$ cat src/rtl/uart_pkg.sv
// rtl/uart_pkg.sv - default constants and FSM state encoding for the oversampled UART receiver
package uart_pkg;

    localparam int DEF_DATA_W       = 8;
    localparam int DEF_CLKS_PER_BIT = 10;
    localparam int DEF_STOP_BITS    = 1;

    typedef logic [2:0] uart_state_t;

    localparam uart_state_t ST_IDLE   = 3'd0;
    localparam uart_state_t ST_START  = 3'd1;
    localparam uart_state_t ST_DATA   = 3'd2;
    localparam uart_state_t ST_PARITY = 3'd3;
    localparam uart_state_t ST_STOP   = 3'd4;
    localparam uart_state_t ST_BREAK  = 3'd5;

endpackage

$ cat src/rtl/uart_sync2.sv
// rtl/uart_sync2.sv - two-flop synchronizer for the serial line, resets to the idle (high) level
module uart_sync2 (
    input  logic clk,
    input  logic rst,
    input  logic i_d,
    output logic o_q
);

    logic r_meta;
    logic r_sync;

    always_ff @(posedge clk) begin
        if (rst) begin
            r_meta <= 1'b1;
            r_sync <= 1'b1;
        end else begin
            r_meta <= i_d;
            r_sync <= r_meta;
        end
    end

    assign o_q = r_sync;

endmodule

$ cat src/rtl/uart_rx_ovs.sv
// rtl/uart_rx_ovs.sv - UART receiver with mid-bit sampling and a one-word valid/ready output register
// Optional parity checking is compiled in with macro UART_RX_PARITY_EN.
module uart_rx_ovs
    import uart_pkg::*;
#(
    parameter int DATA_W       = DEF_DATA_W,
    parameter int CLKS_PER_BIT = DEF_CLKS_PER_BIT,
    parameter int STOP_BITS    = DEF_STOP_BITS,
    parameter int PARITY_ODD   = 0
) (
    input  logic              clk,
    input  logic              rst,
    input  logic              rx_i,
    input  logic              ready_i,
    output logic [DATA_W-1:0] data_o,
    output logic              valid_o,
    output logic              frame_err_o,
    output logic              overrun_o,
    output logic              parity_err_o
);

    localparam int CNT_W = $clog2(CLKS_PER_BIT);
    localparam logic [CNT_W-1:0] CNT_LAST  = CNT_W'(CLKS_PER_BIT - 1);
    localparam logic [CNT_W-1:0] CNT_HALF  = CNT_W'((CLKS_PER_BIT / 2) - 1);
    localparam logic [3:0]       BIT_LAST  = 4'(DATA_W - 1);
    localparam logic [3:0]       STOP_LAST = 4'(STOP_BITS - 1);

    if (DATA_W < 5 || DATA_W > 9 || CLKS_PER_BIT < 4 || STOP_BITS < 1 || STOP_BITS > 2 ||
        PARITY_ODD < 0 || PARITY_ODD > 1) begin : g_bad_params
        $error("uart_rx_ovs: parameter out of legal range");
    end

    logic              w_rx;
    logic              w_tick;
    logic              w_par_ok;
    logic              w_last_stop_good;
    logic              w_complete;
    uart_state_t       r_state;
    logic [CNT_W-1:0]  r_cnt;
    logic [3:0]        r_bit;
    logic [DATA_W-1:0] r_shift;
    logic [DATA_W-1:0] r_data;
    logic              r_valid;
    logic              r_frame_err;
    logic              r_overrun;

    uart_sync2 u_sync (
        .clk (clk),
        .rst (rst),
        .i_d (rx_i),
        .o_q (w_rx)
    );

    // START resamples at half a bit; every later state samples a full bit after the previous sample.
    assign w_tick           = (r_state == ST_START) ? (r_cnt == CNT_HALF) : (r_cnt == CNT_LAST);
    assign w_last_stop_good = (r_state == ST_STOP) && w_tick && w_rx && (r_bit == STOP_LAST);
    assign w_complete       = w_last_stop_good && w_par_ok;

`ifdef UART_RX_PARITY_EN
    logic r_par_bad;
    logic r_parity_err;

    assign w_par_ok     = !r_par_bad;
    assign parity_err_o = r_parity_err;

    always_ff @(posedge clk) begin
        if (rst) begin
            r_par_bad    <= 1'b0;
            r_parity_err <= 1'b0;
        end else begin
            r_parity_err <= w_last_stop_good && r_par_bad;
            if (r_state == ST_PARITY && w_tick) begin
                r_par_bad <= w_rx ^ (^r_shift) ^ (PARITY_ODD != 0);
            end
        end
    end
`else
    assign w_par_ok     = 1'b1;
    assign parity_err_o = 1'b0;
`endif

    always_ff @(posedge clk) begin
        if (rst) begin
            r_state     <= ST_IDLE;
            r_cnt       <= '0;
            r_bit       <= '0;
            r_shift     <= '0;
            r_frame_err <= 1'b0;
        end else begin
            r_frame_err <= 1'b0;
            case (r_state)
                ST_IDLE: begin
                    r_cnt <= '0;
                    r_bit <= '0;
                    if (!w_rx) begin
                        r_state <= ST_START;
                    end
                end
                ST_START: begin
                    if (w_tick) begin
                        r_cnt   <= '0;
                        r_state <= w_rx ? ST_IDLE : ST_DATA;
                    end else begin
                        r_cnt <= r_cnt + CNT_W'(1);
                    end
                end
                ST_DATA: begin
                    if (w_tick) begin
                        r_cnt   <= '0;
                        r_shift <= {w_rx, r_shift[DATA_W-1:1]};
                        if (r_bit == BIT_LAST) begin
                            r_bit <= '0;
`ifdef UART_RX_PARITY_EN
                            r_state <= ST_PARITY;
`else
                            r_state <= ST_STOP;
`endif
                        end else begin
                            r_bit <= r_bit + 4'd1;
                        end
                    end else begin
                        r_cnt <= r_cnt + CNT_W'(1);
                    end
                end
`ifdef UART_RX_PARITY_EN
                ST_PARITY: begin
                    if (w_tick) begin
                        r_cnt   <= '0;
                        r_state <= ST_STOP;
                    end else begin
                        r_cnt <= r_cnt + CNT_W'(1);
                    end
                end
`endif
                ST_STOP: begin
                    if (w_tick) begin
                        r_cnt <= '0;
                        if (!w_rx) begin
                            r_frame_err <= 1'b1;
                            r_bit       <= '0;
                            r_state     <= ST_BREAK;
                        end else if (r_bit == STOP_LAST) begin
                            r_bit   <= '0;
                            r_state <= ST_IDLE;
                        end else begin
                            r_bit <= r_bit + 4'd1;
                        end
                    end else begin
                        r_cnt <= r_cnt + CNT_W'(1);
                    end
                end
                ST_BREAK: begin
                    if (w_rx) begin
                        r_state <= ST_IDLE;
                    end
                end
                default: r_state <= ST_IDLE;
            endcase
        end
    end

    // A held word is never overwritten; a same-edge handshake frees the slot for the new word.
    always_ff @(posedge clk) begin
        if (rst) begin
            r_data    <= '0;
            r_valid   <= 1'b0;
            r_overrun <= 1'b0;
        end else begin
            r_overrun <= 1'b0;
            if (w_complete && r_valid && !ready_i) begin
                r_overrun <= 1'b1;
            end else if (w_complete) begin
                r_data  <= r_shift;
                r_valid <= 1'b1;
            end else if (r_valid && ready_i) begin
                r_valid <= 1'b0;
            end
        end
    end

    assign data_o      = r_data;
    assign valid_o     = r_valid;
    assign frame_err_o = r_frame_err;
    assign overrun_o   = r_overrun;

endmodule

$ cat config.mk
export PLATFORM = sky130hd
export DESIGN_NAME = uart_rx_ovs
export DESIGN_NICKNAME = d
export VERILOG_FILES = /design/src/rtl/uart_pkg.sv /design/src/rtl/uart_sync2.sv /design/src/rtl/uart_rx_ovs.sv
export SDC_FILE = /design/constraint.sdc
export NUM_CORES = 1
export LEC_CHECK = 0
export BUFFER_PORTS_ARGS = -buffer_cell sky130_fd_sc_hd__buf_2
export CAP_MARGIN = 20
export CORE_ASPECT_RATIO = 0.5
export CORE_MARGIN = 3
export CORE_UTILIZATION = 40
export DETAILED_ROUTE_END_ITERATION = 8
export MAX_ROUTING_LAYER = met4
export PLACE_DENSITY = 0.59
export SYNTH_ARGS = -nofsm -noshare
export SYNTH_HDL_FRONTEND = slang
export SYNTH_SLANG_ARGS = --single-unit
$ cat constraint.sdc
create_clock -name clk -period 2 [get_ports clk]
set_input_delay 0 -clock clk [delete_from_list [all_inputs] [get_ports clk]]
set_output_delay 0 -clock clk [all_outputs]
set_load 0.01 [all_outputs]
Yosys cells after proc, flatten, opt, wreduce, memory -nomap -nowiden
Index checks and enable logic that the tools add are counted.
- flip-flop bits (word level): 32
- input bits: 4
- logic and storage cells: 71
- output and inout port bits: 12
- add/sub/neg operators: 2
- equality and inequality tests: 14
- bitwise gates (word level): 3
- mux-type cells: 23
- reduce and logical (&&, ||, !) cells: 19
- operators with widths (operator ; number):
    3-bit two-way mux ; 8
    4-bit two-way mux ; 6
    3-bit one-hot mux with 5 select lines ; 1
    4-bit one-hot mux with 3 select lines ; 1
    2-bit inequality test (second input constant) ; 5
    4-bit by 1-bit adder with 4-bit output (second input constant) ; 2
    4-bit by 3-bit equality test with 1-bit output (second input constant) ; 2
    4-bit one-hot mux with 2 select lines ; 1
    7-bit AND reduction ; 1
    3-bit equality test (second input constant) ; 2
    1-bit logical AND ; 6
    2-bit AND reduction ; 3
    3-bit OR reduction ; 2
    1-bit two-way mux ; 5
    4-bit equality test (second input constant) ; 1
    4-bit zero test ; 1
    2-bit nonzero test ; 2
    3-bit by 1-bit equality test with 1-bit output (second input constant) ; 1
    3-bit by 2-bit equality test with 1-bit output (second input constant) ; 1
    3-bit zero test ; 1
    3-bit inequality test (second input constant) ; 1
    1-bit inverter ; 3
    3-bit AND reduction ; 1
    3-bit nonzero test ; 1
    other kinds (3) ; 3

Logic depth before layout (Yosys ltp)
- depth in word-level cells: 9
- gate-level depth with buffers: 7

Modules after synthesis
From an unflattened synthesis, not the netlist that was laid out.
- cell total of the unflattened synthesis: 158
- area, all modules: 1455.1 um^2
- modules (own cells, without submodules) (module ; times used ; cells each ; area each (um^2) ; seq. area each (um^2)):
    uart_rx_ovs ; 1 ; 154 ; 1402.6 ; 600.6
    uart_sync2 ; 1 ; 4 ; 52.6 ; 40.0

Worst setup path before layout
OpenSTA, ideal clock, no wires.
- path type: flip-flop to flip-flop
- from: register r_state[1]
- to: register r_state[1]
- buffers on the path: 1
- arrival time: 1.519 ns
- clock period less this slack: 1.591 ns
- data required time: 1.928 ns
- setup slack: 0.409 ns
- stages on the path, launching flop included: 6
- path through: dfxtp_1 > buf_2 > or3b_2 > o32ai_1 > a221o_1 > mux2i_1
- longest elaborated chain between the ends: 4
- ends and longest elaborated chain (element ; RTL line ; source):
    start: declaration ; uart_rx_ovs.sv:38 ; uart_state_t r_state;
    start signal: assignment ; uart_rx_ovs.sv:102 ; r_state <= w_rx ? ST_IDLE : ST_DATA;
    3-bit by 1-bit equality test with 1-bit output ; uart_rx_ovs.sv:55, uart_rx_ovs.sv:91 ;
    1-bit two-way mux ; uart_rx_ovs.sv:55 ; assign w_tick = (r_state == ST_START) ? (r_cnt == CNT_HALF) : (r_cnt == CNT_LAST);
    2-bit inequality test (no source line) ; -- ;
    7-bit AND reduction (no source line) ; -- ;
Parallel ways exist; a longest one is shown, timed or not.
A chain may end at the register's enable or synchronous reset.

Worst setup path in the final report
- from: register r_cnt[0]
- to: register r_data[6] (netlist: data_o[6])
- longest elaborated chain between the ends: 9
- ends and longest elaborated chain (element ; RTL line ; source):
    start: declaration ; uart_rx_ovs.sv:39 ; logic [CNT_W-1:0] r_cnt;
    start signal: assignment ; uart_rx_ovs.sv:104 ; r_cnt <= r_cnt + CNT_W'(1);
    start signal: assignment ; uart_rx_ovs.sv:122 ; r_cnt <= r_cnt + CNT_W'(1);
    start signal: assignment ; uart_rx_ovs.sv:149 ; r_cnt <= r_cnt + CNT_W'(1);
    4-bit equality test or 4-bit by 3-bit equality test with 1-bit output (tied branches) ; uart_rx_ovs.sv:55 ;
    1-bit two-way mux (*) ; uart_rx_ovs.sv:55 ;
    1-bit logical AND (*) (3 in a row) ; uart_rx_ovs.sv:56 ; assign w_last_stop_good = (r_state == ST_STOP) && w_tick && w_rx && (r_bit == STOP_LAST);
    1-bit logical AND (2 in a row) ; uart_rx_ovs.sv:170 ; if (w_complete && r_valid && !ready_i) begin
    1-bit inverter (no source line) ; -- ;
    2-bit AND reduction (no source line) (*) ; -- ;
    end signal: assignment ; uart_rx_ovs.sv:173 ; r_data <= r_shift;
    end: declaration ; uart_rx_ovs.sv:42 ; logic [DATA_W-1:0] r_data;
Mark *: on every way between the ends. The rest lies on a longest branch, timed or not.

==> results.cfg <==
[outcome]
status = completed

[pwr]
p_int_mw = 1.037
irDropWorstVdd_uv = 391.6
totalPowerFinal_mw = 1.327
p_leak_nw = 0.6352
p_switching_mw = 0.2896
swShare_pct = 21.83
seqPwrFrac_pct = 48.9
p_per_area_mw_per_mm2 = 714.0
clkPwrFrac_pct = 46.9
comb_power_share_pct = 4.2

[place]
dp_hpwl_um = 2113
port_buffers = 14
dp_worst_setup_slack_ps = 180.4
placedCellCount = 241
gp_congestion = 0.7742

[floorplan]
die_w_um = 96.46
coreArea_mm2 = 0.003679
row_count = 15
pin_count = 16
floorplan.initialDensity_pct = 44.49
dieArea_mm2 = 0.004942
die_y_um = 51.23

[finish]
fin_util_pct = 50.51
fin_cells = 251
area_delta_synth_final_pct = 13.53
drive_gt1_share_pct = 18.00
fin_nets = 206
n_antenna_cell = 0

[synthesis]
synth_top_area_share_pct = 39.14
yosysWarnings = 0
synth-edff-count = 0
ys_ff_latch = 32
synthCells = 184
synth_nets = 191
ys_types = 38
synth_common_cells = dfxtp_1 (32), nand2b_1 (24), nand2_1 (13), a21oi_1 (12)
yosysSeqAreaShare_pct = 39.14
avgSynthCellArea_um2 = 8.894
yosysMostFrequentCell = dfxtp_1
syn_area_mm2 = 0.001637
synth.area.top_cells = dfxtp_1 (39%), nand2b_1 (9.2%), mux2i_1 (6.7%)
synthArstFlopShare_pct = 0
ys.flop_type = dfxtp_1
synth_top_cell_by_area = dfxtp_1

[sta]
skew_ps = 7.262
slew_headroom_pct = 54.82
finalSetupViolations = 0
slew_viol_final = 0
fin_crit_sh_pct = 87.84
period_needed_ps = 1757
setup_tns_ps = 0
finalHoldViolCount = 0
rsz0062_at_grt = no
max_freq_ghz = 0.5692
worst_pin_slew_ps = 677.7
layout_setup_ws_ps = 243.1

[routing]
vias_per_cell = 5.203
dr.first_iter.drc_count = 47
dr.pass1.iters = 4
vias = 1306
wl_um = 3150
routedWlPerCell_um = 12.55
ant_nets = 0
drc = 0

[global_routing]
grt_max_degree = 47
grt-ovfl-total = 0
gr-usage-met1_pct = 19.95
grt_use_total_pct = 15.08
grt_pass1_wl_um = 5457
grt_busiest_layer = met2
first_global_vias = 1170
met2_usage_pct = 20.43
antenna_found_initial = 0
use_met3_pct = 4.853

[clock_tree]
cts.path.max_buffers = 2
cts_tree = yes
clock-sinks = 32
cts_root_buf = clkbuf_8
cts.clk_slew.worst_paths_ps = 70
numCtsBuffers = 5
clk_latency_ps = 290
cts_setup_buffers = 0
h-tree-depth = 2

[worst_setup_path]
cp-end-kind = register
reg2reg_slack_ps = 240
cp.required_ps = 2220
cpLargestDelayFamily = simple AND/OR/NAND/NOR gates
cp.arrival_ps = 1970
r2r_start = r_cnt[0]
path_class = reg -> reg
cp_cell_sequence = nor4b_1, mux2i_1, nor3b_1, buf_4, mux2i_1
r2r_end = data_o[6]
cpPeakStageDelay_ps = 470
crit_path_start_kind = register
reg2reg_depth = 5
slowest_stage = nor4b_1
cp_max_fo = 8
worst_path_most_repeated_cell = mux2i_1
critPathBufInv = 1

[job]
cap_violations = 0

[hold_path]
hold_start = rst
hold_path_end = r_cnt[1]
hold_path.class = in -> reg
whs_path_depth = 2
what timing repair did:
action / in CTS / in global routing
resized for setup: 0 / 1
endpoints found under the hold margin: 2 / 0
hold buffers: 2 / 0
setup endpoints to repair: 0 / 6
worst max path at each step:
| stage | from | to | slack [ps] | cells past startpoint |
|---|---|---|---|---|
| 2_1_floorplan | r_state[1] | r_state[1] | 410 | 5 |
| 3_3_place_gp | r_bit[0] | data_o[1] | 240 | 7 |
| 3_5_place_dp | r_bit[0] | data_o[6] | 180 | 7 |
| 4_1_cts | r_bit[0] | data_o[6] | 150 | 7 |
| 5_1_grt | r_cnt[0] | data_o[2] | 30 | 5 |
| 6_report | r_cnt[0] | data_o[6] | 240 | 5 |
per-stage QoR:
stage	instance area [µm²]	hold slack, ps
after floorplan	1637	103.8
after detailed placement	1722	189.9
after global placement	1722	196.7
final	1858	250.1
after CTS	1853	226.0
after global routing	1858	293.1
layer usage:
layer  share of wire [%]  wire length (µm)
met1                  52              1647
met2                  42              1316
met3                 4.4               140
met4                 1.4                45
met5                   0                 0
layout by cell type, fill, tap and decap left out, types with 2 or more instances in the layout:
cell type      instances
dfxtp_1               32
nand2b_1              24
buf_2                 14
nand2_1               13
a21oi_1               12
mux2i_1               11
nand3_1               11
o21ai_0                9
nor2_1                 8
inv_1                  5
nor3b_1                5
clkbuf_8               5
buf_4                  5
nand3b_1               3
or2_2                  3
nor3_1                 3
nand4_1                3
ha_1                   3
and4bb_2               2
o31ai_1                2
nor2b_1                2
nand4bb_1              2
a211oi_1               2
o22ai_1                2
dlygate4sd3_1          2
sequential cells by signal (all words and copies together) (netlist names):
signal,cells
data_o,8
r_shift,8
r_bit,4
r_cnt,4
r_state,3
frame_err_o,1
overrun_o,1
u_sync.o_q,1
u_sync.r_meta,1
valid_o,1
cells by family (layout without fill, tap and decap cells):
group / after synthesis / in the layout / share of synthesized area, %
compound gates: 32 / 32 / 11.77
xor+xnor: 1 / 1 / 0.5353
fa+ha+maj: 4 / 4 / 2.982
buf+inv: 18 / 34 / 6.422
flops: 32 / 32 / 39.14
mux: 11 / 11 / 6.728
other cells: 1 / 1 / 0.2291
simple gates: 85 / 85 / 32.19
area by class of cell:
| class | count | area, µm² |
|---|---|---|
| clock buffers | 5 | 68.82 |
| clock inverters | 3 | 42.54 |
| fillers | 365 | 1821 |
| inverters | 5 | 18.77 |
| multi-input cells | 134 | 895.9 |
| flip-flops and latches | 32 | 640.6 |
| well taps | 51 | 63.81 |
| repair buffers | 21 | 127.6 |
power groups by stage:
stage | clock [mW] | combinational [mW] | sequential (mW)
after CTS | 0.643 | 0.0556 | 0.648
after detailed placement | 0 | 0.0523 | 0.663
after global placement | 0 | 0.0523 | 0.663
final | 0.622 | 0.0559 | 0.649
after global routing | 0.673 | 0.0618 | 0.649
after floorplan | 0 | 0.0495 | 0.660
(Power assumes the default switching activity.)
